--- config.mk ---
export PLATFORM = sky130hd
export DESIGN_NAME = bound_flasher_sequencer
export DESIGN_NICKNAME = d
export VERILOG_FILES = /design/src/rtl/bound_flasher_pkg.sv /design/src/rtl/led_thermo_decoder.sv /design/src/rtl/bound_flasher_sequencer.sv
export SDC_FILE = /design/constraint.sdc
export NUM_CORES = 1
export LEC_CHECK = 0
export ABC_CLOCK_PERIOD_IN_PS = 3300
export CORE_ASPECT_RATIO = 1.1
export CORE_MARGIN = 4
export CORE_UTILIZATION = 51
export DETAILED_ROUTE_END_ITERATION = 8
export PLACE_DENSITY_LB_ADDON = 0.25
export SETUP_SLACK_MARGIN = 0.1
export SLEW_MARGIN = 15
export SYNTH_ARGS = -nofsm -noshare
export SYNTH_HDL_FRONTEND = slang
export SYNTH_SLANG_ARGS = --single-unit
--- constraint.sdc ---
create_clock -name clk -period 3.3 [get_ports clk]
set_input_delay 0.495 -clock clk [delete_from_list [all_inputs] [get_ports clk]]
set_output_delay 0.495 -clock clk [all_outputs]
set_load 0.05 [all_outputs]
--- src/rtl/bound_flasher_pkg.sv ---
// rtl/bound_flasher_pkg.sv - shared types and helpers for the bound flasher sequencer
package bound_flasher_pkg;

    typedef enum logic {
        IDLE = 1'b0,
        RUN  = 1'b1
    } run_state_e;

    typedef enum logic [1:0] {
        COUNT_DIS     = 2'd0,
        COUNT_UP_EN   = 2'd1,
        COUNT_DOWN_EN = 2'd2
    } count_state_e;

    // Phase 0 counts up and direction alternates from there.
    function automatic logic phase_is_up(input int p);
        return (p % 2) == 0;
    endfunction

endpackage

--- src/rtl/led_thermo_decoder.sv ---
// rtl/led_thermo_decoder.sv - thermometer decode of the lit count onto the led pins
module led_thermo_decoder #(
    parameter  int NUM_LEDS = 16,
    localparam int CNT_W    = $clog2(NUM_LEDS + 1)
) (
    input  logic [CNT_W-1:0]    count,
    output logic [NUM_LEDS-1:0] led
);

    always_comb begin
        led = '0;
        for (int i = 0; i < NUM_LEDS; i++) begin
            led[i] = (CNT_W'(i) < count);
        end
    end

endmodule

--- src/rtl/bound_flasher_sequencer.sv ---
// rtl/bound_flasher_sequencer.sv - configurable phase/bound LED sequencer with kickback
module bound_flasher_sequencer
    import bound_flasher_pkg::*;
#(
    parameter int                    NUM_LEDS   = 16,
    parameter int                    NUM_PHASES = 6,
    parameter int                    CNT_W      = $clog2(NUM_LEDS + 1),
    parameter logic [NUM_PHASES-1:0] KICK_MASK  = 6'b001010,
    localparam int                   PH_W       = $clog2(NUM_PHASES)
) (
    input  logic                        clk,
    input  logic                        rst,
    input  logic                        flick,
    input  logic [NUM_PHASES*CNT_W-1:0] cfg_targets,
    input  logic                        cfg_repeat,
    output logic [NUM_LEDS-1:0]         led,
    output logic [CNT_W-1:0]            count,
    output logic [PH_W-1:0]             phase,
    output logic [1:0]                  count_state,
    output logic                        busy,
    output logic                        done
);

    localparam logic [CNT_W-1:0] MAX_CNT = CNT_W'(NUM_LEDS);
    localparam logic [PH_W-1:0]  LAST_PH = PH_W'(NUM_PHASES - 1);

    if (NUM_PHASES % 2 != 0) begin : g_odd_phases
        $error("bound_flasher_sequencer: NUM_PHASES must be even");
    end

    for (genvar p = 0; p < NUM_PHASES; p += 2) begin : g_kick_chk
        if (KICK_MASK[p]) begin : g_bad_kick
            $error("bound_flasher_sequencer: KICK_MASK bit set on an up phase");
        end
    end

    run_state_e       state_q, state_d;
    logic [PH_W-1:0]  phase_q, phase_d;
    logic [CNT_W-1:0] count_q, count_d;
    logic             done_q, done_d;
    logic             repeat_q;
    logic [CNT_W-1:0] tgt_q [NUM_PHASES];

    logic [PH_W-1:0]  prev_idx;
    logic [CNT_W-1:0] cur_tgt;
    logic [CNT_W-1:0] prev_tgt;
    logic             advance;

    always_ff @(posedge clk) begin
        if (rst) begin
            state_q  <= IDLE;
            phase_q  <= '0;
            count_q  <= '0;
            done_q   <= 1'b0;
            repeat_q <= 1'b0;
            for (int p = 0; p < NUM_PHASES; p++) begin
                tgt_q[p] <= '0;
            end
        end else begin
            state_q <= state_d;
            phase_q <= phase_d;
            count_q <= count_d;
            done_q  <= done_d;
            // Configuration is captured once per start; RUN never looks at cfg_* again.
            if (state_q == IDLE && flick) begin
                repeat_q <= cfg_repeat;
                for (int p = 0; p < NUM_PHASES; p++) begin
                    tgt_q[p] <= (cfg_targets[p*CNT_W +: CNT_W] > MAX_CNT) ?
                                MAX_CNT : cfg_targets[p*CNT_W +: CNT_W];
                end
            end
        end
    end

    always_comb begin
        prev_idx = (phase_q == '0) ? '0 : phase_q - 1'b1;
        cur_tgt  = tgt_q[phase_q];
        prev_tgt = tgt_q[prev_idx];
    end

    always_comb begin
        state_d = state_q;
        phase_d = phase_q;
        count_d = count_q;
        done_d  = 1'b0;
        advance = 1'b0;

        case (state_q)
            IDLE: begin
                count_d = '0;
                phase_d = '0;
                if (flick) begin
                    state_d = RUN;
                end
            end
            RUN: begin
                if (phase_is_up(int'(phase_q))) begin
                    if (count_q >= cur_tgt) begin
                        advance = 1'b1;
                    end else begin
                        count_d = count_q + 1'b1;
                    end
                end else begin
                    // Kickback outranks the phase end so a flick at the bound always re-arms.
                    if (KICK_MASK[phase_q] && flick && (count_q <= cur_tgt)) begin
                        count_d = prev_tgt;
                    end else if (count_q <= cur_tgt) begin
                        advance = 1'b1;
                    end else begin
                        count_d = count_q - 1'b1;
                    end
                end

                if (advance) begin
                    if (phase_q == LAST_PH) begin
                        if (repeat_q) begin
                            phase_d = '0;
                        end else begin
                            state_d = IDLE;
                            phase_d = '0;
                            count_d = '0;
                            done_d  = 1'b1;
                        end
                    end else begin
                        phase_d = phase_q + 1'b1;
                    end
                end
            end
            default: begin
                state_d = IDLE;
            end
        endcase
    end

    always_comb begin
        if (state_q == IDLE) begin
            count_state = COUNT_DIS;
        end else if (phase_is_up(int'(phase_q))) begin
            count_state = COUNT_UP_EN;
        end else begin
            count_state = COUNT_DOWN_EN;
        end
    end

    assign count = count_q;
    assign phase = phase_q;
    assign busy  = (state_q == RUN);
    assign done  = done_q;

    led_thermo_decoder #(
        .NUM_LEDS(NUM_LEDS)
    ) u_led_thermo_decoder (
        .count(count_q),
        .led  (led)
    );

endmodule

==> Word level (Yosys, flattened, before mapping) <==
Memory sizes are Yosys's and may differ from the RTL's. A register that Yosys moved wholly into a read port is not among the register bits.
Cells that the tools add are included.
{ "op_classes": {"addsub": 4, "muxes": 47, "n_eq_ne": 2, "bitwise_logic": 9, "order_cmp": 25, "reduce_logical": 6} }
{ "op_table": {"columns": ["operator", "n"], "rows": [
  ["5-bit 2-to-1 mux", 19],
  ["4-bit by 5-bit < comparator with 1-bit output (first input constant)", 8],
  ["32-bit zero test", 1],
  ["5-bit > comparator (second input constant)", 6],
  ["3-bit 2-to-1 mux", 7],
  ["3-bit by 5-bit < comparator with 1-bit output (first input constant)", 4],
  ["1-bit 2-to-1 mux", 16],
  ["1-bit by 5-bit < comparator with 1-bit output (first input constant)", 2],
  ["2-bit by 5-bit < comparator with 1-bit output (first input constant)", 2],
  ["5-bit one-hot mux with 2 select lines", 1],
  ["1-bit OR", 6],
  ["3-bit one-hot mux with 2 select lines", 1],
  ["5-bit by 1-bit adder with 5-bit output (second input constant)", 1],
  ["5-bit >= comparator", 1],
  ["5-bit <= comparator", 1],
  ["5-bit by 1-bit subtractor with 5-bit output (second input constant)", 1],
  ["3-bit by 4-bit < comparator with 1-bit output (second input constant)", 1],
  ["2-bit 2-to-1 mux", 2],
  ["4-bit OR reduction", 1],
  ["3-bit by 1-bit adder with 3-bit output (second input constant)", 1],
  ["3-bit == test (second input constant)", 1],
  ["1-bit logical AND", 3],
  ["3-bit zero test", 1],
  ["1-bit NOT", 3],
  ["3 further kinds", 3]
]} }
{ "word_totals": {"out_inout_bits": 28, "romBits": 8, "inputBits": 34, "mem_bits_rw": 30, "register_bits": 11, "mem_count": 2, "word_cells": 100} }
{ "mem_list": {"columns": ["memory", "words", "word_bits", "rd", "rd_ports_with_merged_regs", "wr", "line", "source"], "rows": [
  ["tgt_q", 6, 5, 2, 1, 6, "bound_flasher_sequencer.sv:42", "logic [CNT_W-1:0] tgt_q [NUM_PHASES];"],
  ["(name not given)", 8, 1, 1, 1, 0, "bound_flasher_sequencer.sv:105", "if (KICK_MASK[phase_q] && flick && (count_q <= cur_tgt)) begin"]
]} }

==> Longest topological paths before layout <==
{ "logic_depth": {"ltp_word": 11, "ltp_mapped": 12, "ltp_nobuf": 10} }

==> Cells and area by module <==
From an unflattened synthesis, not the netlist that was laid out.
{ "hier_totals": {"cells_unflattened": 280, "area_unflattened_um2": 2819.0} }
{ "by_module_without_submodules": {"columns": ["module", "area_each_um2", "instances", "cells_per_inst", "seq_area_each_um2"], "rows": [
  ["bound_flasher_sequencer", 2653.8, 1, 252, 1201.2],
  ["led_thermo_decoder", 165.2, 1, 28, 0.0]
]} }

==> Least setup slack after synthesis <==
OpenSTA, ideal clock, no wires.
{ "synth_path": {"kind": "register to output", "startpoint": "reg count_q[4], in the netlist count[4]", "endpoint": "out led[1]", "stages_incl_launch_ff": 6, "slack_ns": 0.093, "arrival_time_ns": 2.712, "required_time_ns": 2.805, "path_buffers": 1, "cell_sequence": "dfxtp_1 clkbuf_1 nor2_1 inv_1 nor2_1 a21boi_0"} }
{ "synth_via": {"elab_chain_len": 1} }
{ "synth_rtl": {"columns": ["element", "line", "source"], "rows": [
  ["start: declaration", "bound_flasher_sequencer.sv:39", "logic [CNT_W-1:0] count_q, count_d;"],
  ["start signal: assignment", "bound_flasher_sequencer.sv:62", "count_q <= count_d;"],
  ["1-bit by 5-bit < comparator with 1-bit output", "led_thermo_decoder.sv:13", "led[i] = (CNT_W'(i) < count);"],
  ["end: declaration", "bound_flasher_sequencer.sv:16", "output logic [NUM_LEDS-1:0] led,"]
]} }
No other way between the ends.

==> metrics.md <==
| Metric | Value |
|---|---|
| Status | `finished, final reports clean` |
| Residual DRC count | `0` |
| Vias per cell | `roughly 5.6` |
| Post-Route WL | `6880 µm` |
| Max Cap Violations | `0` |
| Flip-flop and latch count after synthesis | `45` |
| Syn nets | `328` |
| FF+latch area | `1200 µm²` |
| Warnings, synthesis | `0` |
| Clk_lat worst skew | `roughly 0.3 ns` |
| EDFF count, synth | `30` |
| Width of the die | `79.7 µm` |
| Synth cell count leaders | `33 x and2_1, 30 x edfxtp_1, 21 x nand2_1, 21 x nor2_1, 15 x dfxtp_1` |
| Hold WC Path Type | `register to register` |
| GRT Overall Usage | `0.212` |
| Overall Power | `~0.0014 W` |
| Unrepaired setup endpoints after global routing | `no` |
| Int Pwr | `0.000971 W` |
| Setup TNS | `0 ns` |
| Mapped Cells | `284` |
| Cells on worst reg2reg path | `9` |
| Min cycle time layout | `approximately 3.0 ns` |
| Die Ht | `about 87 µm` |
| Clk_skew | `0.00930 ns` |
| Sequential Power Share | `0.478` |
| Top-area cell type share of the netlist area | `0.312` |
| Synth Flop Type | `edfxtp_1` |
| # IOs | `62` |
| Top-count cell post-synth | `and2_1` |
| Post-CTS Hold Buffers | `0` |
| Final Max Slew Viols | `0` |
| Critical path required time | `3.48 ns` |
| Clock share of power | `0.239` |
| Final cell count without fillers | `416` |
| Worst-path clk slew | `0.09 ns` |
| Setup slack after layout | `0.349 ns` |
| Share of layout cells above drive strength 1 | `0.0997` |
| Initial DRC count | `~120` |
| Final nets | `384` |
| Syn-to-layout area delta | `25.6%` |
| Cell variety after synth | `60` |
| CP Launch Type | `register` |
| P_leak | `1.35 nW` |
| Num CTS Buffers | `5` |
| Area of the multi-input gates | `1560 µm²` |
| Comb pwr share | `0.284` |
| CP Data Arrival Time | `3.14 ns` |
| Resized Gates After CTS | `0` |
| Hold Vio Cnt, Final | `0` |
| Slew HR | `0.587` |
| Final ANT Viol Nets | `0` |
| Number of fill cells | `between 400 and 500` |
| Postcts setup bufs | `0` |
| Critical-path maximum fanout | `14` |
| Synthesized area per cell | `10.2 µm²` |
| Area leader, netlist | `edfxtp_1` |
| Longest Clk Path Bufs | `2` |
| DP Cell Count | `408` |
| CP max-delay cell | `mux4_2` |
| Synth top area cells | `edfxtp_1 31%, dfxtp_1 10%, and2_1 7.2%` |
| Net load switching power | `0.000450 W` |
| CP peak stage delay | `0.55 ns` |
| Initial antenna violation count | `0` |
| Switch share | `0.317` |
| R2R Setup Slk | `0.35 ns` |
| Vias in the first global route | `2,258` |
| Cell Rows | `28` |
| Worst VDD drop | `0.299 mV` |
| Clk sink count | `45` |
| Netlist Area Pre-Place | `2890 µm²` |
| N_diodes | `0` |
| Worst setup path endpoint | `count[2]` |
| Fmax | `about 0.34 GHz` |
| Pwr dens | `between 300 and 400 nW/µm²` |
| Clock root cell | `clkbuf_8` |
| CP cell instances | `mux4_2, o21ai_0, ha_1, nor2b_4, o31ai_2, a21bo_4, mux2_2, o211ai_1, a211oi_2` |
| Grt ovf | `0` |
| Post-synthesis async set-or-reset flop share | `0` |
| Average wire per standard cell | `approximately 17 µm` |
| Pin count of the biggest net entering global routing | `32` |
| Worst reg2reg path endpoint | `count[2]` |
| Final period util | `0.894` |
| Final setup viols | `0` |
| Port buffer count | `between 60 and 70` |
| Initial core utilization | `0.532` |
| Htree depth | `2` |
| Sequential fraction of the synthesis area | `0.416` |
| Pre-CTS WS | `just under 0.4 ns` |
| WS Path Type | `register to register` |
| Routed via count | `2,309` |
| Die area | `between 6000 and 7000 µm²` |
| Core box area | `5430 µm²` |
| HPWL after detailed placement | `roughly 5300 µm` |
| Slew at the pin with the worst max-slew slack | `a little over 0.6 ns` |
| CP Capture Type | `register` |
| Global-route wire length before repair | `11,100 µm` |
| RD Place Congestion | `0.934` |
| 1st-pass router iterations | `4` |
| TritonCTS clock tree | `built` |
| Hold slack | `between 0.5 and 0.6 ns` |
## worst max-delay path, delay by kind of cell (launching register included)
family / cells / cell delay [ns]
AOI/OAI and AO/OA: 5 / 1.04
muxes: 2 / 0.90
DFF: 1 / 0.48
adders and majority gates: 1 / 0.27
and+or+nand+nor: 1 / 0.13
## cells by family (layout without fill, tap and decap cells)
family | after synthesis | in the layout | synth area share
buffers and inverters | 28 | 85 | 0.0442
XOR/XNOR | 5 | 5 | 0.0152
adder cells (fa/ha/maj) | 10 | 10 | 0.0433
multiplexers | 21 | 21 | 0.0954
AO/OA/AOI/OAI | 62 | 62 | 0.168
flip-flops | 45 | 45 | 0.416
AND/OR/NAND/NOR | 113 | 113 | 0.218
## worst min-delay path by stage
| stage | start | to | slack [ns] | cells after the start |
|---|---|---|---|---|
| 3_5_place_dp | repeat_q | repeat_q | 0.55 | 2 |
| 4_1_cts | repeat_q | repeat_q | 0.57 | 2 |
| 3_3_place_gp | repeat_q | repeat_q | 0.54 | 2 |
| 5_1_grt | repeat_q | repeat_q | 0.57 | 2 |
| 6_report | repeat_q | repeat_q | 0.57 | 2 |
| 2_1_floorplan | repeat_q | repeat_q | 0.50 | 2 |
## sequential cells by signal (all words and copies together) (netlist names), named ones only
register and cells:
tgt_q 30, count 5, phase 3, busy 1, done 1, repeat_q 1
## power groups by stage
stage,logic [W],registers (W),clock network (W)
final,0.000403,0.000679,0.000339
after global routing,0.000435,0.000684,0.000369
after CTS,0.000404,0.000679,0.000348
after detailed placement,0.000401,0.000692,0
after global placement,0.000395,0.000691,0
after floorplan,0.000270,0.000694,0
## cell type report
| class | instances | area share |
|---|---|---|
| Timing Repair Buffer | 66 | 0.179 |
| Multi-Input combinational cell | 211 | 0.430 |
| Clock buffer | 7 | 0.0210 |
| Clock inverter | 1 | 0.00207 |
| Inverter | 11 | 0.0114 |
| Sequential cell | 45 | 0.331 |
| Tap cell | 75 | 0.0259 |
## per-stage QoR
| step | utilization | cell area (µm²) |
|---|---|---|
| after global placement | 0.652 | 3540 |
| after CTS | 0.668 | 3630 |
| after detailed placement | 0.652 | 3540 |
| after global routing | 0.668 | 3630 |
| final | 0.668 | 3630 |
| after floorplan | - | 2890 |
## placed cells by master (no fill, tap or decap), drive strengths merged, types with 3 or more instances in the layout
cell / netlist / routed
o21bai: 5 / 5
a21oi: 12 / 12
nor2: 22 / 22
mux2i: 14 / 14
and2: 33 / 33
nor3: 3 / 3
clkdlybuf4s50: 0 / 61
nor4: 3 / 3
o21ai: 13 / 13
o221ai: 4 / 4
a211oi: 3 / 3
nand3: 6 / 6
nor2b: 3 / 3
clkbuf: 8 / 7
dfxtp: 15 / 15
o211a: 3 / 3
nand2b: 9 / 9
nand2: 21 / 21
inv: 11 / 11
mux4: 5 / 5
or2: 3 / 3
buf: 9 / 5
xnor2: 4 / 4
ha: 10 / 10
edfxtp: 30 / 30
nor3b: 3 / 3
## metal layers
metal,wire (µm),up-vias,share of wire,global-route usage
met3,318,18,0.046,0.0373
li1,-,1145,-,-
met2,3520,79,0.51,0.373
met1,2830,1067,0.41,0.252
met5,0,-,0,0
met4,210,0,0.031,0.0952
Power figures use the tool's default switching activity.
